### src/rtl/imm_gen_pipe_if.sv
// Decode-to-execute immediate channel: instruction/format/PC in, extended immediate/PC/illegal out.
// Latency: none (signal bundle only).
// Backpressure: in_valid/in_ready on the request side, out_valid/out_ready on the result side.
interface imm_gen_pipe_if #(
    parameter int XLEN = 32
);
    logic            in_valid;
    logic            in_ready;
    logic [24:0]     instr;
    logic [2:0]      ImmSrc;
    logic [XLEN-1:0] in_pc;
    logic            out_valid;
    logic            out_ready;
    logic [XLEN-1:0] ImmExt;
    logic [XLEN-1:0] out_pc;
    logic            out_illegal;

    modport master (
        output in_valid, instr, ImmSrc, in_pc, out_ready,
        input  in_ready, out_valid, ImmExt, out_pc, out_illegal
    );

    modport slave (
        input  in_valid, instr, ImmSrc, in_pc, out_ready,
        output in_ready, out_valid, ImmExt, out_pc, out_illegal
    );
endinterface

### src/rtl/imm_gen_pipe.sv
// Pipelined RV32I/RV64I immediate generator with PC passthrough; IMM_CSR_ZIMM_EN enables CSR zimm on ImmSrc=110.
// Latency: 1 cycle from input transfer to out_valid when the buffer is empty.
// Backpressure: output register plus skid register; in_ready is registered (!skid full), never combinational on out_ready.
module imm_gen_pipe #(
    parameter int XLEN = 32
) (
    input  logic          clk,
    input  logic          reset_n,
    input  logic          flush,
    imm_gen_pipe_if.slave bus
);

    generate
        if (XLEN != 32 && XLEN != 64) begin : g_bad_xlen
            $error("imm_gen_pipe: XLEN must be 32 or 64");
        end
    endgenerate

    logic [XLEN-1:0] dec_imm;
    logic            dec_ill;

    // instr holds instruction bits [31:7], so instruction bit n lives at instr[n-7].
    always_comb begin
        dec_imm = '0;
        dec_ill = 1'b0;
        unique case (bus.ImmSrc)
            3'b000: dec_imm = XLEN'($signed(bus.instr[24:13]));
            3'b001: dec_imm = XLEN'($signed({bus.instr[24:18], bus.instr[4:0]}));
            3'b010: dec_imm = XLEN'($signed({bus.instr[24], bus.instr[0], bus.instr[23:18],
                                              bus.instr[4:1], 1'b0}));
            3'b011: dec_imm = XLEN'($signed({bus.instr[24], bus.instr[12:5], bus.instr[13],
                                              bus.instr[23:14], 1'b0}));
            3'b100: dec_imm = XLEN'($signed({bus.instr[24:5], 12'b0}));
            3'b101: begin
                if (XLEN == 64) dec_imm = XLEN'(bus.instr[18:13]);
                else            dec_imm = XLEN'(bus.instr[17:13]);
            end
            3'b110: begin
`ifdef IMM_CSR_ZIMM_EN
                dec_imm = XLEN'(bus.instr[12:8]);
`else
                dec_ill = 1'b1;
`endif
            end
            default: dec_ill = 1'b1;
        endcase
    end

    logic            out_vld;
    logic [XLEN-1:0] out_imm_dat;
    logic [XLEN-1:0] out_pc_dat;
    logic            out_ill_dat;
    logic            skid_vld;
    logic [XLEN-1:0] skid_imm_dat;
    logic [XLEN-1:0] skid_pc_dat;
    logic            skid_ill_dat;

    logic in_fire;
    logic out_free;

    assign in_fire  = bus.in_valid && !skid_vld;
    // The output slot is free after this edge if it is empty or being drained.
    assign out_free = !out_vld || bus.out_ready;

    always_ff @(posedge clk or negedge reset_n) begin
        if (!reset_n) begin
            out_vld      <= 1'b0;
            out_imm_dat  <= '0;
            out_pc_dat   <= '0;
            out_ill_dat  <= 1'b0;
            skid_vld     <= 1'b0;
            skid_imm_dat <= '0;
            skid_pc_dat  <= '0;
            skid_ill_dat <= 1'b0;
        end else if (flush) begin
            out_vld  <= 1'b0;
            skid_vld <= 1'b0;
        end else if (out_free) begin
            if (skid_vld) begin
                out_vld     <= 1'b1;
                out_imm_dat <= skid_imm_dat;
                out_pc_dat  <= skid_pc_dat;
                out_ill_dat <= skid_ill_dat;
                skid_vld    <= 1'b0;
            end else if (in_fire) begin
                out_vld     <= 1'b1;
                out_imm_dat <= dec_imm;
                out_pc_dat  <= bus.in_pc;
                out_ill_dat <= dec_ill;
            end else begin
                out_vld <= 1'b0;
            end
        end else if (in_fire) begin
            // Output is stalled: park the new word behind it.
            skid_vld     <= 1'b1;
            skid_imm_dat <= dec_imm;
            skid_pc_dat  <= bus.in_pc;
            skid_ill_dat <= dec_ill;
        end
    end

    assign bus.in_ready    = !skid_vld;
    assign bus.out_valid   = out_vld;
    assign bus.ImmExt      = out_imm_dat;
    assign bus.out_pc      = out_pc_dat;
    assign bus.out_illegal = out_ill_dat;

endmodule

### src/flat_wrapper.sv
// flat-port wrapper written by rule: the top's interface ports become plain ports
module imm_gen_pipe_flat 
#(
    parameter int XLEN = 32
)
  (clk, reset_n, flush, bus_in_valid, bus_instr, bus_ImmSrc, bus_in_pc, bus_out_ready, bus_in_ready, bus_out_valid, bus_ImmExt, bus_out_pc, bus_out_illegal);
  imm_gen_pipe_if #(.XLEN(XLEN)) bus_i ();
  input  logic clk;
  input  logic reset_n;
  input  logic flush;
  input wire logic [$bits(bus_i.in_valid)-1:0] bus_in_valid;
  input wire logic [$bits(bus_i.instr)-1:0] bus_instr;
  input wire logic [$bits(bus_i.ImmSrc)-1:0] bus_ImmSrc;
  input wire logic [$bits(bus_i.in_pc)-1:0] bus_in_pc;
  input wire logic [$bits(bus_i.out_ready)-1:0] bus_out_ready;
  output wire logic [$bits(bus_i.in_ready)-1:0] bus_in_ready;
  output wire logic [$bits(bus_i.out_valid)-1:0] bus_out_valid;
  output wire logic [$bits(bus_i.ImmExt)-1:0] bus_ImmExt;
  output wire logic [$bits(bus_i.out_pc)-1:0] bus_out_pc;
  output wire logic [$bits(bus_i.out_illegal)-1:0] bus_out_illegal;
  assign bus_i.in_valid = bus_in_valid;
  assign bus_i.instr = bus_instr;
  assign bus_i.ImmSrc = bus_ImmSrc;
  assign bus_i.in_pc = bus_in_pc;
  assign bus_i.out_ready = bus_out_ready;
  assign bus_in_ready = bus_i.in_ready;
  assign bus_out_valid = bus_i.out_valid;
  assign bus_ImmExt = bus_i.ImmExt;
  assign bus_out_pc = bus_i.out_pc;
  assign bus_out_illegal = bus_i.out_illegal;
  imm_gen_pipe #(.XLEN(XLEN)) u_core (.clk(clk), .reset_n(reset_n), .flush(flush), .bus(bus_i));
endmodule
### config.mk
export PLATFORM = sky130hd
export DESIGN_NAME = imm_gen_pipe_flat
export DESIGN_NICKNAME = d
export VERILOG_FILES = /design/src/rtl/imm_gen_pipe_if.sv /design/src/rtl/imm_gen_pipe.sv /design/src/flat_wrapper.sv
export SDC_FILE = /design/constraint.sdc
export NUM_CORES = 1
export LEC_CHECK = 0
export BUFFER_PORTS_ARGS = -buffer_cell sky130_fd_sc_hd__buf_2
export CORE_UTILIZATION = 50
export DETAILED_ROUTE_END_ITERATION = 10
export GPL_TIMING_DRIVEN = 1
export PLACE_DENSITY = 0.74
export SLEW_MARGIN = 10
export SYNTH_ARGS = -nofsm -noshare
export SYNTH_HDL_FRONTEND = slang
export SYNTH_SLANG_ARGS = --single-unit
### constraint.sdc
create_clock -name clk -period 1.8 [get_ports clk]
set_clock_uncertainty 0.1 [all_clocks]
set_input_delay 0.36 -clock clk [delete_from_list [all_inputs] [get_ports clk]]
set_output_delay 0.36 -clock clk [all_outputs]
set_load 0.05 [all_outputs]
Word-level counts from Yosys, hierarchy flattened:

Cells that the tools add are included.

* equality and inequality tests: 5
* mux-type cells: 15
* reduce and logical (&&, ||, !) cells: 11
* bitwise operators: 2

Operator list (number)
* 32-bit one-hot mux with 6 select lines: 1
* 32-bit 2-to-1 mux: 4
* 1-bit 2-to-1 mux: 10
* 3-bit by 2-bit equality test with 1-bit output, second input constant: 2
* 3-bit equality test, second input constant: 2
* 3-bit AND reduction: 2
* 6-bit OR reduction: 1
* 2-bit nonzero test: 2
* 3-bit by 1-bit equality test with 1-bit output, second input constant: 1
* 3-bit logical NOT: 1
* 3-bit nonzero test: 1
* 1-bit logical NOT: 2
* 1-bit NOT: 2
* 1-bit logical AND: 1
* 1-bit logical OR: 1

* word-level logic and storage cells: 41
* register bits after elaboration: 132
* input bits: 65

Logic depth before layout (Yosys ltp):

Gate-level depths: netlist (run 1).

* depth after elaboration: 6
* depth in mapped cells: 7
* mapped depth without buffers: 4

Worst setup path after synthesis (run 1):

Ideal clock, no wire load.

* kind: reg-to-reg
* start: register u_core.out_vld, in the netlist u_core.bus.out_valid
* end: register u_core.out_pc_dat[10], in the netlist u_core.bus.out_pc[10]
* setup slack: -0.047 ns
* stages on the path, launching flop included: 8
* arrival time: 1.615 ns
* setup time: 0.132 ns
* data required time: 1.568 ns
* clock period less this slack: 1.847 ns
* cell sequence: dfrtp_1 nor2b_4 or3_1 buf_2 buf_6 buf_6 nand2_1 o21ai_1

* longest elaborated chain between the ends: 3

RTL lines
* from (decl): line imm_gen_pipe.sv:49 `logic out_vld;`
* from (signal assigned): line imm_gen_pipe.sv:67 `out_vld <= 1'b0;`
* from (signal assigned): line imm_gen_pipe.sv:76 `out_vld <= 1'b0;`
* from (signal assigned): line imm_gen_pipe.sv:80 `out_vld <= 1'b1;`
* 1-bit logical NOT: line imm_gen_pipe.sv:63 `assign out_free = !out_vld || bus.out_ready;`
* 1-bit logical OR: line imm_gen_pipe.sv:63
* 3-bit AND reduction (no source line)
* to (signal assigned): line imm_gen_pipe.sv:82 `out_pc_dat <= skid_pc_dat;`
* to (signal assigned): line imm_gen_pipe.sv:88 `out_pc_dat <= bus.in_pc;`
* to (decl): line imm_gen_pipe.sv:51 `logic [XLEN-1:0] out_pc_dat;`

No other way between the ends.
A chain may end at the register's enable or synchronous reset.

Final worst setup path (run 1):

* start: register u_core.skid_vld
* end: output port bus_in_ready

* longest elaborated chain between the ends: 1

RTL lines
* from (decl): line imm_gen_pipe.sv:53 `logic skid_vld;`
* from (signal assigned): line imm_gen_pipe.sv:71 `skid_vld <= 1'b0;`
* from (signal assigned): line imm_gen_pipe.sv:77 `skid_vld <= 1'b0;`
* from (signal assigned): line imm_gen_pipe.sv:84 `skid_vld <= 1'b0;`
* 1-bit logical NOT: line imm_gen_pipe.sv:102 `assign bus.in_ready = !skid_vld;`
* to (decl): line flat_wrapper.sv:16 `output wire logic [$bits(bus_i.in_ready)-1:0] bus_in_ready;`

No other way between the ends.

==> results_dict.tcl, run 1 <==
set metrics [dict create \
    status "complete, but fails checks" \
    violations "DRC" \
    synth_ff_type "dfrtp_1" \
    finalSetupViolations 0 \
    crit_type "reg2out" \
    start_util_pct 52.1 \
    synth_edf_count 0 \
    cts-root-buf "clkbuf_16" \
    die_height_um 112 \
    tightest_slew_ns 0.487 \
    clk_path_buf_depth 2 \
    irDropWorstVdd_mv 0.917 \
    seq_power_share_pct 40.5 \
    wl_per_cell_um 15.9 \
    grt_pass1_wl_um 22900 \
    design_area_sq_um 7500 \
    antenna_found_initial 0 \
    antenna_cells 0 \
    routed_wirelength_um 13800 \
    cts_sinks 132 \
    synth_cells 584 \
    die-area_sq_um 12500 \
    row_count 39 \
    gp_congestion 0.794 \
    tns_ns 0 \
    antenna_left 0 \
    place_ws_ns -0.00105 \
    clockPowerShare_pct 37.1 \
    drc 12 \
    maxSlewViolCount 0 \
    io_buffers 131 \
    ys_seq_area_share_pct 54.8 \
    fillCellCount 946 \
    netSwitchingPower_mw 3.00 \
    drive_gt1_share_pct 32.0 \
    synthArstFlopShare_pct 100 \
    avgSynthCellArea_sq_um 10.3 \
    postLayoutSetupSlackWorst_ns 0.111 \
    path_clk_slew_ns 0.06 \
    hold_viol_final 0 \
    io_pins 132 \
    max_freq_ghz 0.592 \
    combPwrFrac_pct 22.4 \
    cts_buffers 17 \
    drv_cap 0 \
    grtUsageTotal_pct 23.5 \
    grt_max_degree 98 \
    first_pass_iters 7 \
    nets 777 \
    yosys_register_bits 132 \
    drt-initial-drc-count 259 \
    end_kind "output port" \
    swShare_pct 31.8 \
    syn_to_final_growth_pct 24.5 \
    die_x_um 112 \
    place_area_sq_um 6860 \
    cts_tree "yes" \
    synth_fp_nets 649 \
    crit_fanout 6 \
    hp-class "in2reg" \
    dr_total_vias 4707 \
    start_kind "flip-flop" \
    dp_hpwl_um 9140 \
    layout_common_cells "dfrtp_1 (130), buf_2 (129), nand2_1 (114), o21ai_0 (50), o21ai_1 (50)" \
    grt-ovfl-total 0 \
    core_sq_um 11600 \
    p_int_mw 6.43 \
    p_per_area_nw_per_um2 1260 \
    period_share_pct 93.9 \
    syn_area_sq_um 6030 \
    cp_data_arrival_time_ns 1.23 \
    final_common_cell "dfrtp_1" \
    period_needed_ns 1.69 \
    htreeDepth 4 \
    rsz0062_at_grt "false" \
    viasPerCell 5.42 \
    clk_latency_ns 0.41 \
    grt_pass1_vias 4616 \
    max_slew_margin_pct 67.5 \
    yosys.cell_types.count 34 \
    cp_data_required_time_ns 1.34 \
    leakagePower_nw 3.51 \
    yosys_warnings 0 \
]
## per-stage QoR
step / std cells / utilization (%) / hold WS, ns / power, mW
after CTS: 867 / 64.7 / 0.0581 / 9.51
after detailed placement: 834 / 59.3 / 0.172 / 5.98
after global routing: 868 / 64.9 / 0.0782 / 9.88
after floorplan: 584 / - / -0.0356 / 5.34
after global placement: 834 / 59.3 / 0.166 / 5.89
final: 868 / 64.9 / 0.0781 / 9.43
## worst paths after layout
kind,startpoint,endpoint,slack (ns),cells past startpoint
min in group asynchronous,reset_n,u_core.bus.out_pc[31],0.30,2
worst min register to register,u_core.bus.ImmExt[5],u_core.bus.ImmExt[5],0.36,2
worst min-delay path,flush,u_core.bus.out_valid,0.08,2
worst max-delay path,u_core.skid_vld,bus_in_ready,0.11,2
max in group asynchronous,reset_n,u_core.skid_vld,0.66,3
worst max register to register,u_core.skid_vld,u_core.skid_pc_dat[3],0.13,4
## cell usage after synthesis, types with 2 or more instances
library cell,count,area (sq um)
mux2i_1,40,400
o21ai_1,50,250
o211ai_1,8,60.1
nor2b_1,3,18.8
nand2b_1,12,75.1
a21oi_1,26,130
a311oi_1,4,35.0
nor3b_4,2,37.5
nand2_1,115,432
o21a_1,8,60.1
nand3_1,10,50.1
o22ai_1,2,12.5
a31oi_1,13,81.3
clkbuf_1,15,56.3
and2_1,10,62.6
nor2_1,6,22.5
mux2_2,35,394
dfrtp_1,132,3300
inv_1,2,7.51
buf_2,22,110
buf_6,6,67.6
o21ai_0,50,250
or3_1,2,12.5
## per-layer routing
layer / track usage, % / vias up / part of all wire, %
li1: - / 2289 / -
met1: 30.9 / 2267 / 45
met2: 38.1 / 139 / 49
met3: 5.33 / 12 / 5.3
met4: 8.65 / 0 / 0.84
met5: 0 / - / 0
## cell families (layout without fill, tap and decap cells)
| logic type | count (synthesis) | after routing | synth area share (%) |
|---|---|---|---|
| AND/OR/NAND/NOR | 166 | 166 | 12.7 |
| XOR/XNOR | 1 | 1 | 0.270 |
| multiplexers | 75 | 75 | 13.2 |
| AO/OA/AOI/OAI | 163 | 163 | 14.8 |
| flip-flops | 132 | 132 | 54.8 |
| buffers and inverters | 47 | 188 | 4.19 |
## timing repair
item,CTS,global route
buffers inserted,0,1
endpoints found under the setup margin,1,15
hold buffers,1,0
hold endpoints to repair,31,0
resized for setup,2,3
## worst max-delay path, cell delays in order (launching register included)
cell,delay (ns)
dfrtp_2,0.46
clkinvlp_4,0.15
buf_4,0.21
## final cells by class
type / instances / area (sq um) / share of cell area (%)
clock buffers: 24 / 512 / 6.82
clock inverters: 8 / 96.3 / 1.28
inverters: 2 / 11.3 / 0.150
multi-input cells: 405 / 2490 / 33.2
flip-flops and latches: 132 / 3310 / 44.1
well taps: 143 / 179 / 2.39
repair buffers: 154 / 906 / 12.1
## power groups by stage
stage	registers, mW	logic [mW]	clock network, mW
2_1_floorplan	4.62	0.721	0
3_3_place_gp	3.82	2.07	0
3_5_place_dp	3.86	2.13	0
4_1_cts	3.81	2.13	3.56
5_1_grt	3.88	2.29	3.71
6_report	3.81	2.12	3.50
## state kept, by name, indices dropped and copies added (netlist names)
register                flops
u_core.bus.out_valid        1
u_core.bus.ImmExt          32
u_core.skid_pc_dat         32
u_core.skid_ill_dat         1
u_core.bus.out_pc          32
u_core.skid_vld             1
u_core.skid_imm_dat        32
u_core.bus.out_illegal      1
Note: power is estimated with default switching activity, not from simulation.
==> run 2: changes to the inputs <==
- RECOVER_POWER: default -> 100
==> results_dict.tcl, run 2 (synthesis gave the netlist of run 1 again) <==
set metrics [dict create \
    crit_type "reg2out" \
    routed_wirelength_um 13900 \
    leakagePower_nw 3.48 \
    antenna_found_initial 0 \
    core_sq_um 11600 \
    die-area_sq_um 12500 \
    rsz0062_at_grt "false" \
    dr_total_vias 4719 \
    drt-initial-drc-count 254 \
    min_from "flush" \
    io_pins 132 \
    die_x_um 112 \
    regToRegEndpoint "u_core.bus.ImmExt[0]" \
    irDropWorstVdd_mv 0.914 \
    gp_congestion 0.794 \
    final_common_cell "dfrtp_1" \
    syn_to_final_growth_pct 24.1 \
    clk_latency_ns 0.41 \
    drive_gt1_share_pct 31.4 \
    post-route-util_pct 64.7 \
    period_needed_ns 1.69 \
    max_freq_ghz 0.593 \
    cts_tree "yes" \
    io_buffers 131 \
    period_share_pct 93.7 \
    drv_cap 0 \
    reg2reg_slack_ns 0.13 \
    htreeDepth 4 \
    maxSlewViolCount 0 \
    cp_data_arrival_time_ns 1.23 \
    die_height_um 112 \
    hold_depth 2 \
    timing.rr.start "u_core.bus.out_valid" \
    clk_path_buf_depth 2 \
    dp_hpwl_um 9140 \
    max_slew_margin_pct 40.7 \
    row_count 39 \
    antenna_cells 0 \
    layout_common_cells "dfrtp_1 (130), nand2_1 (114), o21ai_0 (98), clkbuf_2 (65), buf_2 (63)" \
    grt_pass1_wl_um 22900 \
    antenna_left 0 \
    hp-class "in2reg" \
    grt_pass1_vias 4616 \
    fillCellCount 954 \
    nets 777 \
    end_kind "output port" \
    finalSetupViolations 0 \
    first_pass_iters 8 \
    cts-root-buf "clkbuf_16" \
    hold_viol_final 0 \
    path_clk_slew_ns 0.06 \
    wl_per_cell_um 16.0 \
    grt_max_degree 98 \
    tightest_slew_ns 0.889 \
    cts_sinks 132 \
    drc 12 \
    crit_fanout 6 \
    grtUsageTotal_pct 23.5 \
    start_kind "flip-flop" \
    min_to "u_core.bus.out_valid" \
    cp_data_required_time_ns 1.34 \
    p_per_area_nw_per_um2 1260 \
    hold_ws_ns 0.0796 \
    status "complete, but fails checks" \
    start_util_pct 52.1 \
    cts_buffers 17 \
    viasPerCell 5.44 \
    grt-ovfl-total 0 \
    tns_ns 0 \
    violations "DRC" \
    r2r_cells 5 \
]
-- run 2: changes by cell type in the layout (fill, tap and decap cells not counted) --
cell,delta
buf_2,-66
clkbuf_2,+65
nor2_2,-1
o21ai_1,-48
buf_4,-1
o21ai_0,+48
clkbuf_1,+3
buf_12,-1
nor2_1,+1
-- run 2: report_power, final --
| group | internal [mW] | switching [mW] | total (mW) |
|---|---|---|---|
| logic | 0.621 | 1.45 | 2.08 |
| clock network | 2.25 | 1.24 | 3.50 |
| registers | 3.53 | 0.297 | 3.83 |
| total | 6.40 | 2.99 | 9.40 |
-- run 2: critical path, cell delays in order (launching register included) --
cell,delay (ns)
dfrtp_2,0.45
clkinvlp_4,0.15
buf_4,0.21
-- run 2: what timing repair did --
item / CTS / global route
setup buffers: 0 / 1
setup endpoints to repair: 1 / 15
hold buffers: 1 / 0
hold endpoints to repair: 31 / 0
pin swaps: 0 / 0
gates resized for setup: 2 / 3
-- run 2: how the worst max path moves through the flow --
stage                       endpoint                  from
5_1_grt        u_core.bus.ImmExt[17]       u_core.skid_vld
4_1_cts        u_core.bus.ImmExt[17]  u_core.bus.out_valid
6_report                bus_in_ready       u_core.skid_vld
3_5_place_dp   u_core.bus.ImmExt[17]  u_core.bus.out_valid
2_1_floorplan   u_core.bus.ImmExt[1]       u_core.skid_vld
3_3_place_gp   u_core.bus.ImmExt[17]  u_core.bus.out_valid
-- run 2: layer usage --
layer  global-route usage [%]  wire (um)
met4                     8.65        129
met2                     38.1       6870
met1                     30.9       6130
met3                     5.33        752
met5                        0          0
-- run 2: layout make-up --
class                           count  area, sq um  share of cell area, %
Clock buffer                       24          512                   6.84
Multi-Input combinational cell    405         2490                   33.3
Inverter                            2         11.3                  0.151
Clock inverter                      8         96.3                   1.29
Tap cell                          143          179                   2.39
Timing Repair Buffer              154          885                   11.8
Sequential cell                   132         3310                   44.2
-- run 2: stage by stage --
step | instances | total power, mW | setup slack, ns | area [sq um]
after CTS | 867 | 9.51 | 0.000545 | 7480
after global routing | 868 | 9.85 | 0.0459 | 7480
after floorplan | 584 | 5.34 | 0.0248 | 6030
final | 868 | 9.40 | 0.113 | 7480
after detailed placement | 834 | 5.98 | -0.00105 | 6860
after global placement | 834 | 5.89 | 0.0714 | 6860
==> run 3: changes to the inputs <==
- HOLD_SLACK_MARGIN: default -> 0.12
==> results_dict.tcl, run 3 (synthesis gave the netlist of run 1 again) <==
set metrics [dict create \
    status "complete, but fails checks" \
    violations "DRC" \
    fillCellCount 902 \
    leakagePower_nw 3.64 \
    tightest_slew_ns 0.885 \
    period_share_pct 95.9 \
    max_slew_margin_pct 41.0 \
    die_height_um 112 \
    grt-ovfl-total 0 \
    grtUsageTotal_pct 24.4 \
    period_needed_ns 1.73 \
    cts_sinks 132 \
    rsz0062_at_grt "false" \
    cts-root-buf "clkbuf_16" \
    end_kind "flip-flop" \
    design_area_sq_um 7840 \
    cts_buffers 17 \
    busiest_layer "met2" \
    start_kind "flip-flop" \
    worstPathCellList "nor2b_4 -> or3_4 -> clkbuf_4 -> o21ai_0" \
    grt_pass1_wl_um 23800 \
    io_pins 132 \
    maxSlewViolCount 0 \
    hp-class "in2reg" \
    antenna_left 0 \
    clk_path_buf_depth 2 \
    max_freq_ghz 0.579 \
    use_met1_pct 31.2 \
    path_clk_slew_ns 0.06 \
    dr_total_vias 4915 \
    antenna_found_initial 0 \
    row_count 39 \
    grt_max_degree 98 \
    drt-initial-drc-count 268 \
    nets 812 \
    finalSetupViolations 0 \
    drc 12 \
    layout_common_cells "dfrtp_1 (130), nand2_1 (114), o21ai_0 (82), clkbuf_2 (67), buf_2 (62)" \
    hold_ws_ns 0.150 \
    irDropWorstVdd_mv 0.922 \
    p_per_area_nw_per_um2 1210 \
    max_stage_delay_ns 0.41 \
    cp_data_arrival_time_ns 1.95 \
    routed_wirelength_um 14600 \
    cp_data_required_time_ns 2.02 \
    hold_viol_final 0 \
    grt_pass1_vias 4845 \
    first_pass_iters 7 \
    viasPerCell 5.44 \
    die-area_sq_um 12500 \
    final_common_cell "dfrtp_1" \
    cpLargestDelayFamily "simple AND/OR/NAND/NOR gates" \
    antenna_cells 0 \
    core_sq_um 11600 \
    cts_tree "yes" \
    gp_congestion 0.794 \
    syn_to_final_growth_pct 30.0 \
    dp_hpwl_um 9140 \
    crit_fanout 30 \
    crit_type "reg2reg" \
    drive_gt1_share_pct 30.5 \
    grt_use_met3_pct 5.28 \
    post-route-util_pct 67.8 \
    place_area_sq_um 6860 \
    clk_latency_ns 0.42 \
    io_buffers 131 \
    crit_path_top_delay_cell "dfrtp_2" \
    power_mw 9.49 \
    met2_usage_pct 40.6 \
    path_buf_inv 1 \
    wl_per_cell_um 16.1 \
    die_x_um 112 \
    htreeDepth 4 \
    drv_cap 0 \
    start_util_pct 52.1 \
]
-- run 3: timing repair --
| item | CTS | global route |
|---|---|---|
| gates cloned | 0 | 1 |
| hold buffers | 35 | 0 |
| setup endpoints to repair | 1 | 17 |
| pin swaps | 0 | 0 |
| setup buffers | 0 | 1 |
| endpoints found under the hold margin | 127 | 0 |
| resized for setup | 2 | 3 |
-- run 3: through the flow --
stage	std cells	setup TNS [ns]	setup WS, ns
after detailed placement	834	-0.00105	-0.00105
after global routing	903	0	0.0168
final	903	0	0.0736
after floorplan	584	0	0.0248
after CTS	901	0	0.000545
after global placement	834	0	0.0714
-- run 3: path summary, 6_finish.rpt --
check,start,endpoint,slack [ns],depth (start not counted)
min,bus_instr[23],u_core.skid_imm_dat[10],0.15,3
max reg2reg,u_core.bus.out_valid,u_core.bus.out_pc[10],0.07,4
min reg2reg,u_core.bus.ImmExt[5],u_core.bus.ImmExt[5],0.36,2
max,u_core.bus.out_valid,u_core.bus.out_pc[10],0.07,4
max in group asynchronous,reset_n,u_core.bus.out_valid,0.28,3
min in group asynchronous,reset_n,u_core.bus.out_pc[31],0.50,2
-- run 3: power breakdown --
group	internal (mW)	total [mW]	switching (mW)	leakage, nW
combinational	0.679	2.16	1.48	1.67
sequential	3.53	3.83	0.298	1.67
clock	2.25	3.51	1.25	0.302
total	6.46	9.49	3.03	3.64
-- run 3: cell type report --
cell class,instances,area [sq um],share of cell area [%]
repair buffers,189,1240,15.9
clock buffers,24,512,6.53
inverters,2,11.3,0.144
well taps,143,179,2.28
flip-flops and latches,132,3310,42.2
multi-input cells,405,2490,31.8
clock inverters,8,96.3,1.23
-- run 3: layer usage --
layer	vias up	routed length, um
met5	-	0
met4	0	198
met3	19	810
met2	163	7260
met1	2380	6310
li1	2353	-
-- run 3: worst reg2reg max path: cells and delay by family (launching register included) --
family,cells,cell delay (ns)
simple gates,2,0.56
compound gates,1,0.25
flops,1,0.41
buf+inv,1,0.31
